<file path="config.mk">
export PLATFORM = sky130hd
export DESIGN_NAME = sys_if_axil_master
export DESIGN_NICKNAME = d
export VERILOG_FILES = /design/src/rtl/sys_if_axil_pkg.sv /design/src/rtl/sys_if_axil_master.sv
export SDC_FILE = /design/constraint.sdc
export NUM_CORES = 1
export LEC_CHECK = 0
export CAP_MARGIN = 0
export CORE_MARGIN = 10
export CORE_UTILIZATION = 41
export DETAILED_ROUTE_END_ITERATION = 8
export GPL_ROUTABILITY_DRIVEN = 0
export PLACE_DENSITY = 0.76
export SYNTH_ARGS = -nofsm -noshare
export SYNTH_HDL_FRONTEND = slang
export SYNTH_SLANG_ARGS = --single-unit
</file>
<file path="constraint.sdc">
create_clock -name sys_if_clk -period 2.3 [get_ports sys_if_clk]
set_clock_uncertainty 0.2 [all_clocks]
set_input_delay 0.23 -clock sys_if_clk [delete_from_list [all_inputs] [get_ports sys_if_clk]]
set_output_delay 0.23 -clock sys_if_clk [all_outputs]
set_load 0.01 [all_outputs]
</file>
<file path="src/rtl/sys_if_axil_pkg.sv">
// Shared state encoding and response/strobe constants for the AXI4-Lite to sys_if bridge.
package sys_if_axil_pkg;

    typedef enum logic [2:0] {
        IDLE,
        WR_EXEC,
        WR_RESP,
        RD_WAIT,
        RD_RESP
    } state_t;

    localparam logic [1:0] RESP_OKAY   = 2'b00;
    localparam logic [1:0] RESP_SLVERR = 2'b10;
    localparam logic [3:0] STRB_FULL   = 4'hF;

endpackage

</file>
<file path="src/rtl/sys_if_axil_master.sv">
// AXI4-Lite slave to sys_if register initiator, one access in flight at a time.
// Optional macro SYS_IF_ADDR_CHECK_EN rejects out-of-range or misaligned addresses with SLVERR.
//
// state   | meaning
// IDLE    | collecting AW/W independently, arbitrating against AR
// WR_EXEC | one-cycle sys_if write strobe (suppressed on partial strobe / bad address)
// WR_RESP | bvalid held until bready
// RD_WAIT | sys_if_addr held while the register block settles
// RD_RESP | rvalid held until rready
module sys_if_axil_master
    import sys_if_axil_pkg::*;
#(
    parameter int                ADDR_W      = 32,
    parameter int                RD_WAIT_CYC = 2,
    parameter logic [ADDR_W-1:0] ADDR_LIMIT  = ADDR_W'(32'h60)
) (
    input  logic              sys_if_clk,
    input  logic              sys_if_rst,
    input  logic [ADDR_W-1:0] s_axil_awaddr,
    input  logic              s_axil_awvalid,
    output logic              s_axil_awready,
    input  logic [31:0]       s_axil_wdata,
    input  logic [3:0]        s_axil_wstrb,
    input  logic              s_axil_wvalid,
    output logic              s_axil_wready,
    output logic [1:0]        s_axil_bresp,
    output logic              s_axil_bvalid,
    input  logic              s_axil_bready,
    input  logic [ADDR_W-1:0] s_axil_araddr,
    input  logic              s_axil_arvalid,
    output logic              s_axil_arready,
    output logic [31:0]       s_axil_rdata,
    output logic [1:0]        s_axil_rresp,
    output logic              s_axil_rvalid,
    input  logic              s_axil_rready,
    output logic              sys_if_wen,
    output logic [ADDR_W-1:0] sys_if_addr,
    output logic [31:0]       sys_if_wdata,
    input  logic [31:0]       sys_if_rdata
);

    localparam int CNT_W = $clog2(RD_WAIT_CYC + 1);

    state_t            state;
    logic              aw_captured;
    logic              w_captured;
    logic              rr_last_rd;
    logic              wr_err_q;
    logic [ADDR_W-1:0] aw_addr_q;
    logic [31:0]       w_data_q;
    logic [3:0]        w_strb_q;
    logic [CNT_W-1:0]  wait_cnt;

    logic              in_idle;
    logic              wr_ready;
    logic              rd_req;
    logic              tie;
    logic              rd_grant;
    logic              wr_go;
    logic [ADDR_W-1:0] wr_addr;
    logic [31:0]       wr_data;
    logic [3:0]        wr_strb;
    logic              wr_addr_ok;
    logic              rd_addr_ok;

    // Readies are combinational so AW/W can complete in the same cycle the write is launched;
    // gating with reset keeps every ready low while reset is held.
    assign in_idle  = (state == IDLE) && !sys_if_rst;
    assign wr_ready = (aw_captured || s_axil_awvalid) && (w_captured || s_axil_wvalid);
    assign rd_req   = s_axil_arvalid && !aw_captured && !w_captured;
    assign tie      = wr_ready && rd_req;
    assign rd_grant = in_idle && rd_req && (!wr_ready || !rr_last_rd);
    assign wr_go    = in_idle && wr_ready && !rd_grant;

    assign s_axil_awready = in_idle && !aw_captured && !rd_grant;
    assign s_axil_wready  = in_idle && !w_captured && !rd_grant;
    assign s_axil_arready = rd_grant;

    assign wr_addr = aw_captured ? aw_addr_q : s_axil_awaddr;
    assign wr_data = w_captured  ? w_data_q  : s_axil_wdata;
    assign wr_strb = w_captured  ? w_strb_q  : s_axil_wstrb;

`ifdef SYS_IF_ADDR_CHECK_EN
    assign wr_addr_ok = (wr_addr < ADDR_LIMIT) && (wr_addr[1:0] == 2'b00);
    assign rd_addr_ok = (s_axil_araddr < ADDR_LIMIT) && (s_axil_araddr[1:0] == 2'b00);
`else
    assign wr_addr_ok = 1'b1;
    assign rd_addr_ok = 1'b1;
`endif

    always_ff @(posedge sys_if_clk) begin
        if (sys_if_rst) begin
            state         <= IDLE;
            aw_captured   <= 1'b0;
            w_captured    <= 1'b0;
            rr_last_rd    <= 1'b1;
            wr_err_q      <= 1'b0;
            aw_addr_q     <= '0;
            w_data_q      <= '0;
            w_strb_q      <= '0;
            wait_cnt      <= '0;
            s_axil_bresp  <= RESP_OKAY;
            s_axil_bvalid <= 1'b0;
            s_axil_rdata  <= '0;
            s_axil_rresp  <= RESP_OKAY;
            s_axil_rvalid <= 1'b0;
            sys_if_wen    <= 1'b0;
            sys_if_addr   <= '0;
            sys_if_wdata  <= '0;
        end else begin
            case (state)
                IDLE: begin
                    if (s_axil_awvalid && s_axil_awready) begin
                        aw_captured <= 1'b1;
                        aw_addr_q   <= s_axil_awaddr;
                    end
                    if (s_axil_wvalid && s_axil_wready) begin
                        w_captured <= 1'b1;
                        w_data_q   <= s_axil_wdata;
                        w_strb_q   <= s_axil_wstrb;
                    end
                    // Round-robin memory only moves on a genuine tie.
                    if (tie) begin
                        rr_last_rd <= rd_grant;
                    end
                    if (rd_grant) begin
                        if (rd_addr_ok) begin
                            sys_if_addr <= s_axil_araddr;
                            wait_cnt    <= CNT_W'(RD_WAIT_CYC);
                            state       <= RD_WAIT;
                        end else begin
                            s_axil_rdata  <= '0;
                            s_axil_rresp  <= RESP_SLVERR;
                            s_axil_rvalid <= 1'b1;
                            state         <= RD_RESP;
                        end
                    end else if (wr_go) begin
                        sys_if_wen <= wr_addr_ok && (wr_strb == STRB_FULL);
                        wr_err_q   <= !(wr_addr_ok && (wr_strb == STRB_FULL));
                        if (wr_addr_ok) begin
                            sys_if_addr  <= wr_addr;
                            sys_if_wdata <= wr_data;
                        end
                        state <= WR_EXEC;
                    end
                end
                WR_EXEC: begin
                    sys_if_wen    <= 1'b0;
                    s_axil_bvalid <= 1'b1;
                    s_axil_bresp  <= wr_err_q ? RESP_SLVERR : RESP_OKAY;
                    aw_captured   <= 1'b0;
                    w_captured    <= 1'b0;
                    state         <= WR_RESP;
                end
                WR_RESP: begin
                    if (s_axil_bready) begin
                        s_axil_bvalid <= 1'b0;
                        state         <= IDLE;
                    end
                end
                RD_WAIT: begin
                    if (wait_cnt == CNT_W'(1)) begin
                        s_axil_rdata  <= sys_if_rdata;
                        s_axil_rresp  <= RESP_OKAY;
                        s_axil_rvalid <= 1'b1;
                        state         <= RD_RESP;
                    end else begin
                        wait_cnt <= wait_cnt - CNT_W'(1);
                    end
                end
                RD_RESP: begin
                    if (s_axil_rready) begin
                        s_axil_rvalid <= 1'b0;
                        state         <= IDLE;
                    end
                end
                default: state <= IDLE;
            endcase
        end
    end

endmodule

</file>
==> results.tsv <==
stage	metric	value	unit
run_status	status	finished, final reports clean	
floorplan	Core ar.	17400	sq um
cts	CTS buffer count	17	
timing	Max Slew Vio Count	0	
yosys	Post-synth EDFFs	0	
routing	Via density	5.11	
final_layout	Filler cells	1478	
placed_design	placed inst area	10000	sq um
timing	Rel. slew slack	40.7	%
routing	Antenna Nets Post-Route	0	
setup_path	CP Launch Type	flop	
setup_path	Critical Path RT	1870	ps
yosys	top-count cell post-synth	dfxtp_1	
setup_path	CP Class	flop to primary output	
placed_design	I/O Buffers	241	
yosys	Most used DFF post-synth	dfxtp_1	
timing	RSZ-0062 raised after global routing	yes	
hold_path	Hold WC Path Type	primary input to flop	
cts	H-Tree Depth	4	
final_layout	number of diodes	0	
timing	WHS	152	ps
cts	maximum clock path buffer count	2	
floorplan	Initial Util	42.0	%
cts	Clock Tree Root	clkbuf_16	
pwr	pwr/cell area	741	nW/um^2
floorplan	Die Span X	153	um
cts	Skew-Pair Late Insertion Delay	420	ps
yosys	Avg Inst Size Synth	9.41	sq um
setup_path	Crit Path Max Fanout	5	
timing	Fmax	451	MHz
routing	Routed WL	21300	um
yosys	Synth area leaders	dfxtp_1 49%, mux2i_1 18%, a21oi_1 7.5%	
setup_path	Worst EP arrival	1790	ps
yosys	top cells by count, synth	177 x dfxtp_1, 132 x mux2i_1, 110 x a21oi_1	
yosys	fraction of registers with async set/reset	0	%
timing	Hold Vio Cnt, Final	0	
yosys	Seq/Total Area, Yosys	48.6	%
final_layout	Non-Filler Instances	1240	
yosys	Synth Instances	775	
global_routing	largest net degree at the start of global routing	87	
pwr	power after layout	7.91	mW
global_routing	Tot GR Track Use	17.2	%
yosys	Synth Warn #	0	
routing	DRC	0	
timing	post-route setup TNS	0	ps
floorplan	Die Ht	153	um
final_layout	Final #Nets	1142	
yosys	mapped cell area	7290	sq um
timing	final worst setup slack	82.6	ps
final_layout	layout cells sized above 1	7.88	%
placed_design	DP HPWL	15100	um
timing	Min Clock Period, post-route	2220	ps
global_routing	Congestion Overflow GR	0	
pwr	Max IR drop VDD	0.508	mV
placed_design	Placed Cells	1205	
floorplan	die area	23500	sq um
final_layout	Layout area overhead	46.3	%
yosys	share of the synthesized area in the top cell type	48.6	%
global_routing	first-pass GRT wire length	33600	um
placed_design	pre-CTS setup slack	-97.9	ps
floorplan	# rows	48	
routing	Vias	6333	
yosys	Synth cell types	35	
timing	Final setup viols	0	
setup_path	critical path capture point type	primary output	
timing	Slew @ Worst Pin	890	ps
floorplan	Top Ports	245	
timing	period utilisation layout	96.4	%
global_routing	vias in the first global route	6243	
final_layout	Final Cell Area	10700	sq um
cts	CTS tree	built	
routing	drt first pass iters	4	
flow_run	Max-Cap Viols	0	
routing	average wire per standard cell	17.2	um
cts	Clock Sinks	177	
global_routing	initial antenna violation count	1	
routing	initial drt markers	235	
pwr	Static Leak	3.68	nW
yosys	Seq cells post-synth	177	
cts	Clk pin slew, worst setup/hold paths	70	ps
yosys	largest area contributor in the netlist	dfxtp_1	
final_layout	Final Core Density	61.5	%
critical path, stage by stage, from the launching register on:
cell and delay (ps):
dfxtp_1 310, or4_4 590, nor3_1 200, clkdlybuf4s15_2 270
power breakdown:
part | switching, mW | internal [mW]
registers | 0.107 | 3.26
clock network | 1.23 | 1.81
logic | 0.697 | 0.801
total | 2.04 | 5.88
area by class of cell:
class	instances	area, sq um	share of cell area, %
multi-input combinational	527	3440	32.2
clock inverter	10	150	1.41
clock buffer	22	474	4.44
tap	225	282	2.64
inverter	5	18.8	0.176
sequential	177	3550	33.2
timing repair buffer	274	2760	25.9
state kept, by name, summed over array words and instances (netlist names):
register and cells:
aw_addr_q 32, s_axil_rdata 32, sys_if_addr 32, sys_if_wdata 32, w_data_q 32, w_strb_q 4, state 3, wait_cnt 2
aw_captured 1, rr_last_rd 1, s_axil_bresp 1, s_axil_bvalid 1, s_axil_rvalid 1, sys_if_wen 1, w_captured 1, wr_err_q 1
cells in the final DEF, fill, tap and decap left out, types with 2 or more instances in the layout:
cell type / count
clkdlybuf4s50_1: 237
dfxtp_1: 175
mux2i_1: 132
a21oi_1: 109
nor2_1: 108
nand2_1: 69
o2bb2ai_1: 32
a211oi_1: 30
buf_4: 25
clkbuf_16: 18
nand3_1: 7
buf_12: 7
inv_1: 5
nor3_1: 4
nor2b_1: 4
nand2b_1: 4
a2111oi_4: 3
conb_1: 3
bufinv_16: 3
clkinvlp_4: 3
clkbuf_8: 3
and3_1: 2
nand3b_1: 2
nand4_1: 2
a211oi_2: 2
dfxtp_2: 2
clkbuf_1: 2
clkinv_4: 2
what timing repair did:
| action | CTS | global route |
|---|---|---|
| pin swaps | 1 | 1 |
| gates cloned | 0 | 1 |
| gates resized for setup | 10 | 6 |
| hold buffers | 0 | 0 |
| endpoints found under the setup margin | 3 | 7 |
| setup buffers | 0 | 2 |
logic make-up after synthesis:
family,after synthesis,share of synthesized area [%]
and+or+nand+nor,209,11.9
AOI/OAI and AO/OA,181,16.1
DFF,177,48.6
muxes,132,18.1
buffers and inverters,73,4.94
adders and majority gates,1,0.171
other,1,0.0514
xor gates and xnor gates,1,0.120
final timing paths:
path	from	endpoint	slack [ps]	cells past startpoint
setup reg to reg	state[1]$_SDFFE_PP0P_	aw_addr_q[15]$_SDFFE_PP0P_	120	5
hold reg to reg	s_axil_rdata[3]$_SDFFE_PP0P_	s_axil_rdata[3]$_SDFFE_PP0P_	250	2
setup / recovery	state[1]$_SDFFE_PP0P_	s_axil_awready	80	3
hold / removal	sys_if_rdata[10]	s_axil_rdata[10]$_SDFFE_PP0P_	150	3
per-layer routing:
| metal | up-vias | global-route usage (%) | wire (um) |
|---|---|---|---|
| li1 | 3173 | - | - |
| met1 | 2972 | 20.6 | 9270 |
| met2 | 170 | 28.2 | 10100 |
| met3 | 18 | 6.43 | 1680 |
| met4 | 0 | 4.77 | 248 |
| met5 | - | 0 | 0 |
(Power assumes the default switching activity.)
